`src/rtl/alu_operand_stage.sv`:
```
`default_nettype none
// +----------------------------------------------------------------------------+
// | Module      : alu_operand_stage                                            |
// | Description : Two-entry (main + skid) operand staging buffer between the   |
// |               decoder and the ALU. Selects ALU operands from the main      |
// |               entry. dec_ready comes straight from a flop, so there is no  |
// |               combinational path from ex_ready to dec_ready.               |
// | Options     : `define ALU_OPERAND_FWD_EN to enable write-back forwarding   |
// |               on capture and into held entries.                            |
// | Revision    : 1.0 - initial release                                        |
// +----------------------------------------------------------------------------+
module alu_operand_stage #(
   parameter int XLEN = 32
) (
   input  logic            clk,
   input  logic            rst_n,
   input  logic            dec_valid,
   output logic            dec_ready,
   input  logic [XLEN-1:0] dec_rs1_data,
   input  logic [XLEN-1:0] dec_rs2_data,
   input  logic [XLEN-1:0] dec_pc,
   input  logic [XLEN-1:0] dec_imm,
   input  logic [4:0]      dec_rs1_addr,
   input  logic [4:0]      dec_rs2_addr,
   input  logic [4:0]      dec_rd,
   input  logic            dec_sel_a,
   input  logic            dec_sel_b,
   input  logic [3:0]      dec_alu_op,
   input  logic            wb_valid,
   input  logic [4:0]      wb_rd,
   input  logic [XLEN-1:0] wb_data,
   input  logic            flush,
   output logic            ex_valid,
   input  logic            ex_ready,
   output logic [XLEN-1:0] alu_in_0,
   output logic [XLEN-1:0] alu_in_1,
   output logic [3:0]      alu_operation,
   output logic [4:0]      ex_rd
);

   // One buffered instruction; the valid bits live in the state encoding.
   typedef struct packed {
      logic [XLEN-1:0] rs1;
      logic [XLEN-1:0] rs2;
      logic [XLEN-1:0] pc;
      logic [XLEN-1:0] imm;
      logic [4:0]      rs1_addr;
      logic [4:0]      rs2_addr;
      logic            sel_a;
      logic            sel_b;
      logic [3:0]      op;
      logic [4:0]      rd;
   } entry_t;

   // EMPTY: nothing held; BUSY: main valid; FULL: main and skid valid.
   typedef enum logic [1:0] {
      S_EMPTY = 2'd0,
      S_BUSY  = 2'd1,
      S_FULL  = 2'd2
   } state_t;

   state_t r_state;
   entry_t r_main;
   entry_t r_skid;
   logic   r_dec_ready;
   logic   r_ex_valid;

   entry_t w_new;
   entry_t w_main_upd;
   entry_t w_skid_upd;
   logic   w_accept;
   logic   w_consume;

   assign w_accept  = dec_valid & r_dec_ready;
   assign w_consume = r_ex_valid & ex_ready;

`ifdef ALU_OPERAND_FWD_EN
   // A write-back only qualifies when it targets a real register (x0 never forwards).
   logic w_wb_hit;
   assign w_wb_hit = wb_valid & (wb_rd != 5'd0);
`else
   // Write-back port is kept for a uniform interface but has no effect here.
   logic w_unused_wb;
   assign w_unused_wb = ^{wb_valid, wb_rd, wb_data};
`endif

   // Build the incoming entry, substituting the in-flight write-back value if enabled.
   always_comb begin
      w_new.rs1      = dec_rs1_data;
      w_new.rs2      = dec_rs2_data;
      w_new.pc       = dec_pc;
      w_new.imm      = dec_imm;
      w_new.rs1_addr = dec_rs1_addr;
      w_new.rs2_addr = dec_rs2_addr;
      w_new.sel_a    = dec_sel_a;
      w_new.sel_b    = dec_sel_b;
      w_new.op       = dec_alu_op;
      w_new.rd       = dec_rd;
`ifdef ALU_OPERAND_FWD_EN
      if (w_wb_hit && (wb_rd == dec_rs1_addr)) w_new.rs1 = wb_data;
      if (w_wb_hit && (wb_rd == dec_rs2_addr)) w_new.rs2 = wb_data;
`endif
   end

   // Refresh held operands with a matching write-back (identity when forwarding is off).
   always_comb begin
      w_main_upd = r_main;
      w_skid_upd = r_skid;
`ifdef ALU_OPERAND_FWD_EN
      if (w_wb_hit && (wb_rd == r_main.rs1_addr)) w_main_upd.rs1 = wb_data;
      if (w_wb_hit && (wb_rd == r_main.rs2_addr)) w_main_upd.rs2 = wb_data;
      if (w_wb_hit && (wb_rd == r_skid.rs1_addr)) w_skid_upd.rs1 = wb_data;
      if (w_wb_hit && (wb_rd == r_skid.rs2_addr)) w_skid_upd.rs2 = wb_data;
`endif
   end

   // Occupancy FSM with registered handshake outputs; flush beats everything but reset.
   // Payload is never written when an entry goes invalid, so outputs hold their last value.
   always_ff @(posedge clk or negedge rst_n) begin
      if (!rst_n) begin
         r_state     <= S_EMPTY;
         r_main      <= '0;
         r_skid      <= '0;
         r_dec_ready <= 1'b1;
         r_ex_valid  <= 1'b0;
      end else if (flush) begin
         r_state     <= S_EMPTY;
         r_dec_ready <= 1'b1;
         r_ex_valid  <= 1'b0;
      end else begin
         unique case (r_state)
            S_EMPTY: begin
               if (w_accept) begin
                  r_main     <= w_new;
                  r_state    <= S_BUSY;
                  r_ex_valid <= 1'b1;
               end
            end
            S_BUSY: begin
               if (w_accept && w_consume) begin
                  r_main <= w_new;
               end else if (w_accept) begin
                  r_main      <= w_main_upd;
                  r_skid      <= w_new;
                  r_state     <= S_FULL;
                  r_dec_ready <= 1'b0;
               end else if (w_consume) begin
                  r_state    <= S_EMPTY;
                  r_ex_valid <= 1'b0;
               end else begin
                  r_main <= w_main_upd;
               end
            end
            S_FULL: begin
               if (w_consume) begin
                  r_main      <= w_skid_upd;
                  r_state     <= S_BUSY;
                  r_dec_ready <= 1'b1;
               end else begin
                  r_main <= w_main_upd;
                  r_skid <= w_skid_upd;
               end
            end
            default: begin
               r_state     <= S_EMPTY;
               r_dec_ready <= 1'b1;
               r_ex_valid  <= 1'b0;
            end
         endcase
      end
   end

   assign dec_ready     = r_dec_ready;
   assign ex_valid      = r_ex_valid;
   assign alu_in_0      = r_main.sel_a ? r_main.pc  : r_main.rs1;
   assign alu_in_1      = r_main.sel_b ? r_main.imm : r_main.rs2;
   assign alu_operation = r_main.op;
   assign ex_rd         = r_main.rd;

endmodule
`default_nettype wire

```
`config.mk`:
```
export PLATFORM = sky130hd
export DESIGN_NAME = alu_operand_stage
export DESIGN_NICKNAME = d
export VERILOG_FILES = /design/src/rtl/alu_operand_stage.sv
export SDC_FILE = /design/constraint.sdc
export NUM_CORES = 1
export LEC_CHECK = 0
export CORE_ASPECT_RATIO = 0.9
export CORE_MARGIN = 10
export CORE_UTILIZATION = 60
export CTS_CLUSTER_SIZE = 12
export DETAILED_ROUTE_END_ITERATION = 6
export DONT_BUFFER_PORTS = 1
export PLACE_DENSITY = 0.75
export REMOVE_ABC_BUFFERS = 1
export SLEW_MARGIN = 20
export SYNTH_ARGS = -nofsm -noshare
export SYNTH_HDL_FRONTEND = slang
export SYNTH_SLANG_ARGS = --single-unit
```
`constraint.sdc`:
```
create_clock -name clk -period 2.03 [get_ports clk]
set_input_delay 0.203 -clock clk [delete_from_list [all_inputs] [get_ports clk]]
set_output_delay 0.203 -clock clk [all_outputs]
set_load 0.005 [all_outputs]
```
==> impl_metrics.json, run 1 <==
{
  "layout_commonest_cell": "dfrtp_1",
  "grt-ovfl-total": 0,
  "postCtsHoldBufs": 144,
  "synth_mux_area_share_pct": 28.50,
  "critPathLaunch": "r_state[1]",
  "postCtsSetupRepairBufs": 0,
  "pwr_density_cell_nw_per_um2": 1380,
  "multi_input_area_um2": 5258,
  "yosys_register_bits": 282,
  "synth_xor_area_share_pct": 0.06789,
  "cts.clk_slew.worst_paths_ns": 0.06,
  "syn_avg_cell_area_um2": 12.85,
  "syn_inst": 1004,
  "min_period_ns": 1.924,
  "synth-compound-area-share_pct": 7.235,
  "routedWlPerCell_um": 19.97,
  "synth_area_um2": 12900,
  "numCtsBuffers": 30,
  "worstMarginPinSlew_ns": 0.5296,
  "drv_slew": 0,
  "start_util_pct": 61.56,
  "grt_max_degree": 283,
  "path_max_fanout": 12,
  "seq_area_frac_synth_pct": 54.71,
  "route.vias.total": 8049,
  "layout-drive-gt1-share_pct": 29.05,
  "critPathKind": "reg -> reg",
  "crit_arrival_ns": 2.39,
  "final_cell_mix": "dfrtp_1, mux2_2, dlygate4sd3_1, mux2i_1, nand2_1",
  "clock_path_buffers": 3,
  "skew_ns": 0.009771,
  "status": "finished with violations",
  "viasPerCell": 5.625,
  "dieArea_um2": 27780,
  "setup_viol": 0,
  "place_hpwl_um": 16640,
  "core_area_um2": 20960,
  "worst_skew_pair.late_latency_ns": 0.54,
  "io_buffers": 0,
  "max-slew-margin-rel_pct": 64.69,
  "grt_pass1_wl_um": 46030,
  "endpoint_kind": "register",
  "hold_class": "in -> async",
  "tns_ns": 0,
  "rsz0062_at_grt": "false",
  "synth_top_family_by_area": "multiplexers",
  "start_kind": "register",
  "fmax_mhz": 519.6,
  "nets": 1318,
  "fp-row-count": 50,
  "gp_congestion": 0.7507,
  "drv_cap": 0,
  "antenna_found_initial": 2,
  "postRouteAntennaNets": 0,
  "detail_route.iter0.violations": 584,
  "finalCritPeriodShare_pct": 94.80,
  "crit_required_ns": 2.50,
  "synth_cell_types": 30,
  "grt_pass1_vias": 8573,
  "cts.sinks": 282,
  "power.leakage_nw": 6.622,
  "reg2reg_from": "r_state[1]",
  "firstDrtPassIters": 4,
  "area_growth_pct": 20.00,
  "routed_wl_um": 28580,
  "vdd_drop_max_uv": 1147,
  "io_pins": 267,
  "die_w_um": 174.6,
  "cts_tree": "done",
  "fill_cells": 1330,
  "synth-simple-area-share_pct": 4.888,
  "cts_htree_levels": 1,
  "grt.total_usage_pct": 19.95,
  "synthAdderAreaFrac_pct": 0,
  "violations": "negative hold slack",
  "die_y_um": 159.1,
  "hold_violations": 282,
  "ctsRootBufferMaster": "clkbuf_16",
  "route.detailed.drc": 0,
  "seq_area_um2": 7061,
  "worst_hold_slack_ns": -0.6345,
  "ys_warn_count": 0
}
==> repair_timing <==
| action | CTS | global route |
|---|---|---|
| gates resized for setup | 0 | 3 |
| setup endpoints to repair | 0 | 1 |
| endpoints found under the hold margin | 564 | 282 |
==> cells in the mapped netlist (all sizes together) <==
library cell | instances | area, um^2
nor2b | 2 | 12.51
mux2 | 203 | 2286
xnor2 | 1 | 8.760
and4bb | 2 | 32.53
a31oi | 1 | 6.260
clkbuf | 20 | 81.32
a211oi | 1 | 7.510
buf | 58 | 508.0
mux2i | 139 | 1391
dfstp | 1 | 26.28
o21bai | 2 | 15.01
nor2 | 3 | 11.26
a21oi | 4 | 20.02
nand2 | 141 | 554.3
o31ai | 1 | 7.510
o21ai | 139 | 845.8
a22oi | 1 | 21.27
nand2b | 2 | 20.02
a21bo | 1 | 10.01
dfrtp | 281 | 7032
inv | 1 | 3.750
==> area by class of cell <==
| type | instances | area share, % |
|---|---|---|
| clock buffers | 43 | 5.884 |
| well taps | 286 | 2.311 |
| repair buffers | 168 | 11.50 |
| clock inverters | 6 | 0.6789 |
| inverters | 1 | 0.02425 |
| diodes | 2 | 0.03233 |
| flip-flops and latches | 282 | 45.61 |
| multi-input cells | 643 | 33.96 |
==> layer usage <==
metal | vias to the layer above | GRT usage [%] | part of all wire (%)
li1 | 3765 | - | -
met1 | 4066 | 24.01 | 41
met2 | 178 | 34.84 | 51
met3 | 40 | 5.659 | 6.2
met4 | 0 | 4.274 | 1.7
met5 | - | 0 | 0
==> worst paths after layout <==
kind,to,slack [ns],cells past startpoint
worst min-delay path,r_skid[2],-0.63,0
worst max-delay path,r_state[1],0.11,6
worst min register to register,r_main[23],0.47,2
worst max register to register,r_state[1],0.11,6
min in group clk,r_state[0],0.06,3
max in group asynchronous,r_main[120],2.32,0
==> state kept, by name, indices dropped and copies added (netlist names) <==
signal and cells:
r_skid 139, r_main 130, ex_rd 5, alu_operation 4, r_state 2, dec_ready 1
ex_valid 1
==> kinds of logic after synthesis <==
kind of cell	after synthesis
flops	282
compound gates	150
xor+xnor	1
mux	342
simple gates	150
buf+inv	79
==> worst max-delay path: stages (launching register included) <==
cell	delay, ns
dfrtp_2	0.43
nor2b_4	0.21
buf_6	0.18
buf_12	0.17
a31oi_1	0.06
a211oi_1	0.24
dlygate4sd3_1	0.58
==> metrics by stage <==
stage | worst slack (ns) | cells | util [%] | power (mW) | area, um^2
after CTS | 0.03274 | 1428 | 73.70 | 21.39 | 15440
after global routing | 0.02836 | 1431 | 73.87 | 22.65 | 15480
after detailed placement | 0.1651 | 1235 | 61.97 | 15.47 | 12990
after floorplan | -8.270 | 926 | - | 14.13 | 12310
after global placement | 0.2576 | 1235 | 61.97 | 15.10 | 12990
final | 0.1056 | 1431 | 73.87 | 21.36 | 15480
==> power breakdown <==
part	switching (mW)	internal [mW]	total, mW	leakage, nW
combinational	2.77	3.20	5.97	2.66
clock	2.14	3.45	5.58	0.504
sequential	1.47	8.34	9.81	3.46
total	6.37	15.0	21.4	6.62
Power figures use the tool's default switching activity.
==> run 2: changes to the inputs <==
--- a/config.mk
+++ b/config.mk
@@ -13,6 +13,7 @@
 export DONT_BUFFER_PORTS = 1
 export PLACE_DENSITY = 0.75
 export REMOVE_ABC_BUFFERS = 1
+export SKIP_CTS_REPAIR_TIMING = 1
 export SLEW_MARGIN = 20
 export SYNTH_ARGS = -nofsm -noshare
 export SYNTH_HDL_FRONTEND = slang
==> run 2 against run 1 <==
  * The run still ends with negative hold slack left
  * Critical path depth is 2 lower
  * Global-route usage is 2.1 points lower
  * First-iteration DRC count is 3.1% lower
  * Cell count hardly changed
  * Final area is 0.30% lower
  * Power is 0.25% lower
  * Wire length is 1.7% lower
==> impl_metrics.json, run 2 (synthesis gave the netlist of run 1 again) <==
{
  "instances_no_fill": 1430,
  "power.leakage_nw": 6.602,
  "cts.clk_slew.worst_paths_ns": 0.06,
  "rsz0062_at_grt": "false",
  "worstMarginPinSlew_ns": 0.5386,
  "final_area_um2": 15430,
  "endpoint_kind": "register",
  "firstDrtPassIters": 4,
  "skew_ns": 0.005361,
  "viasPerCell": 5.583,
  "start_util_pct": 61.56,
  "drv_slew": 0,
  "dp_worst_setup_slack_ns": 0.1651,
  "worst_skew_pair.late_latency_ns": 0.54,
  "cpPeakStageDelay_ns": 0.48,
  "numCtsBuffers": 30,
  "path_max_fanout": 90,
  "cts.sinks": 282,
  "placed_cell_area_um2": 12990,
  "finalWorstSetupSlack_ns": 0.1796,
  "ctsRootBufferMaster": "clkbuf_16",
  "clock_path_buffers": 3,
  "start_kind": "register",
  "final_util_pct": 73.65,
  "worstPathCellList": "and4bb_4, a22oi_4, buf_12, o21ai_0",
  "max-slew-margin-rel_pct": 64.10,
  "crit_arrival_ns": 2.24,
  "pwr_density_cell_nw_per_um2": 1381,
  "crit_required_ns": 2.42,
  "grt-ovfl-total": 0,
  "finalCritPeriodShare_pct": 91.15,
  "layout-drive-gt1-share_pct": 28.86,
  "placedCellCount": 1235,
  "hold_class": "in -> async",
  "violations": "negative hold slack",
  "io_pins": 267,
  "hold_violations": 282,
  "crit_slowest_cell": "dfrtp_1",
  "nets": 1315,
  "place_hpwl_um": 16640,
  "dieArea_um2": 27780,
  "setup_viol": 0,
  "die_w_um": 174.6,
  "vdd_drop_max_uv": 839.8,
  "power_mw": 21.31,
  "drv_cap": 0,
  "regMostFlops": "r_skid",
  "die_y_um": 159.1,
  "cts_tree": "done",
  "grt.total_usage_pct": 17.87,
  "antenna_found_initial": 4,
  "routed_wl_um": 28090,
  "crit_buf_inv": 1,
  "detail_route.iter0.violations": 566,
  "grt_pass1_wl_um": 40900,
  "area_growth_pct": 19.64,
  "fmax_mhz": 540.4,
  "tns_ns": 0,
  "route.detailed.drc": 0,
  "layout_commonest_cell": "dfrtp_1",
  "io_buffers": 0,
  "grt_max_degree": 283,
  "status": "finished with violations",
  "largest_register_ffs": 139,
  "gp_congestion": 0.7507,
  "core_area_um2": 20960,
  "worst_hold_slack_ns": -0.6362,
  "routedWlPerCell_um": 19.64,
  "min_period_ns": 1.850,
  "cp_top_family": "compound AO/OA/AOI/OAI gates",
  "cts_htree_levels": 1,
  "fp-row-count": 50,
  "route.vias.total": 7983,
  "critPathKind": "reg -> reg",
  "postRouteAntennaNets": 0,
  "final_cell_mix": "dfrtp_1, mux2_2, dlygate4sd3_1, mux2i_1, nand2_1",
  "grt_pass1_vias": 7575
}
run 2: cell count changes in the layout (fill, tap and decap cells not counted):
| cell | delta |
|---|---|
| dfrtp_2 | -2 |
| dlygate4sd3_1 | -2 |
| clkbuf_16 | -1 |
| dfrtp_1 | +2 |
| diode_2 | +2 |
| buf_4 | +1 |
| buf_6 | -1 |
run 2: worst register-to-register path, delay by kind of cell, from the launching register on:
kind / cells / cell delay [ns]
AO/OA/AOI/OAI: 2 / 0.57
buffers and inverters: 1 / 0.38
flip-flops: 1 / 0.48
AND/OR/NAND/NOR: 1 / 0.29
run 2: cell type report:
type	instances	area, um^2
flip-flops and latches	282	7058
fillers	1334	5523
multi-input cells	643	5258
repair buffers	165	1732
clock buffers	43	910.9
well taps	286	357.8
clock inverters	6	105.1
diodes	4	10.01
inverters	1	3.754
run 2: metal layers:
| layer | vias up | share of wire, % | GRT usage (%) | wire, um |
|---|---|---|---|---|
| li1 | 3763 | - | - | - |
| met2 | 184 | 51 | 29.84 | 14440 |
| met3 | 39 | 6.5 | 7.649 | 1814 |
| met1 | 3997 | 40 | 21.04 | 11350 |
| met5 | - | 0 | 0 | 0 |
| met4 | 0 | 1.7 | 3.851 | 489 |
run 2: worst paths after layout:
path                       startpoint          endpoint  slack, ns  cells past startpoint
max in group asynchronous       rst_n        r_skid[60]       2.32                      0
min reg2reg                r_main[23]        r_main[23]       0.47                      2
max                        r_state[0]  alu_operation[3]       0.18                      4
max reg2reg                r_state[0]  alu_operation[3]       0.18                      4
min in group clk             ex_ready        r_state[0]       0.10                      3
min                             rst_n          ex_rd[4]      -0.64                      0
run 2: where the power goes:
part,switching [mW],total (mW),internal (mW)
logic,2.75,5.94,3.18
clock network,2.12,5.57,3.45
registers,1.46,9.80,8.34
total,6.34,21.3,15.0
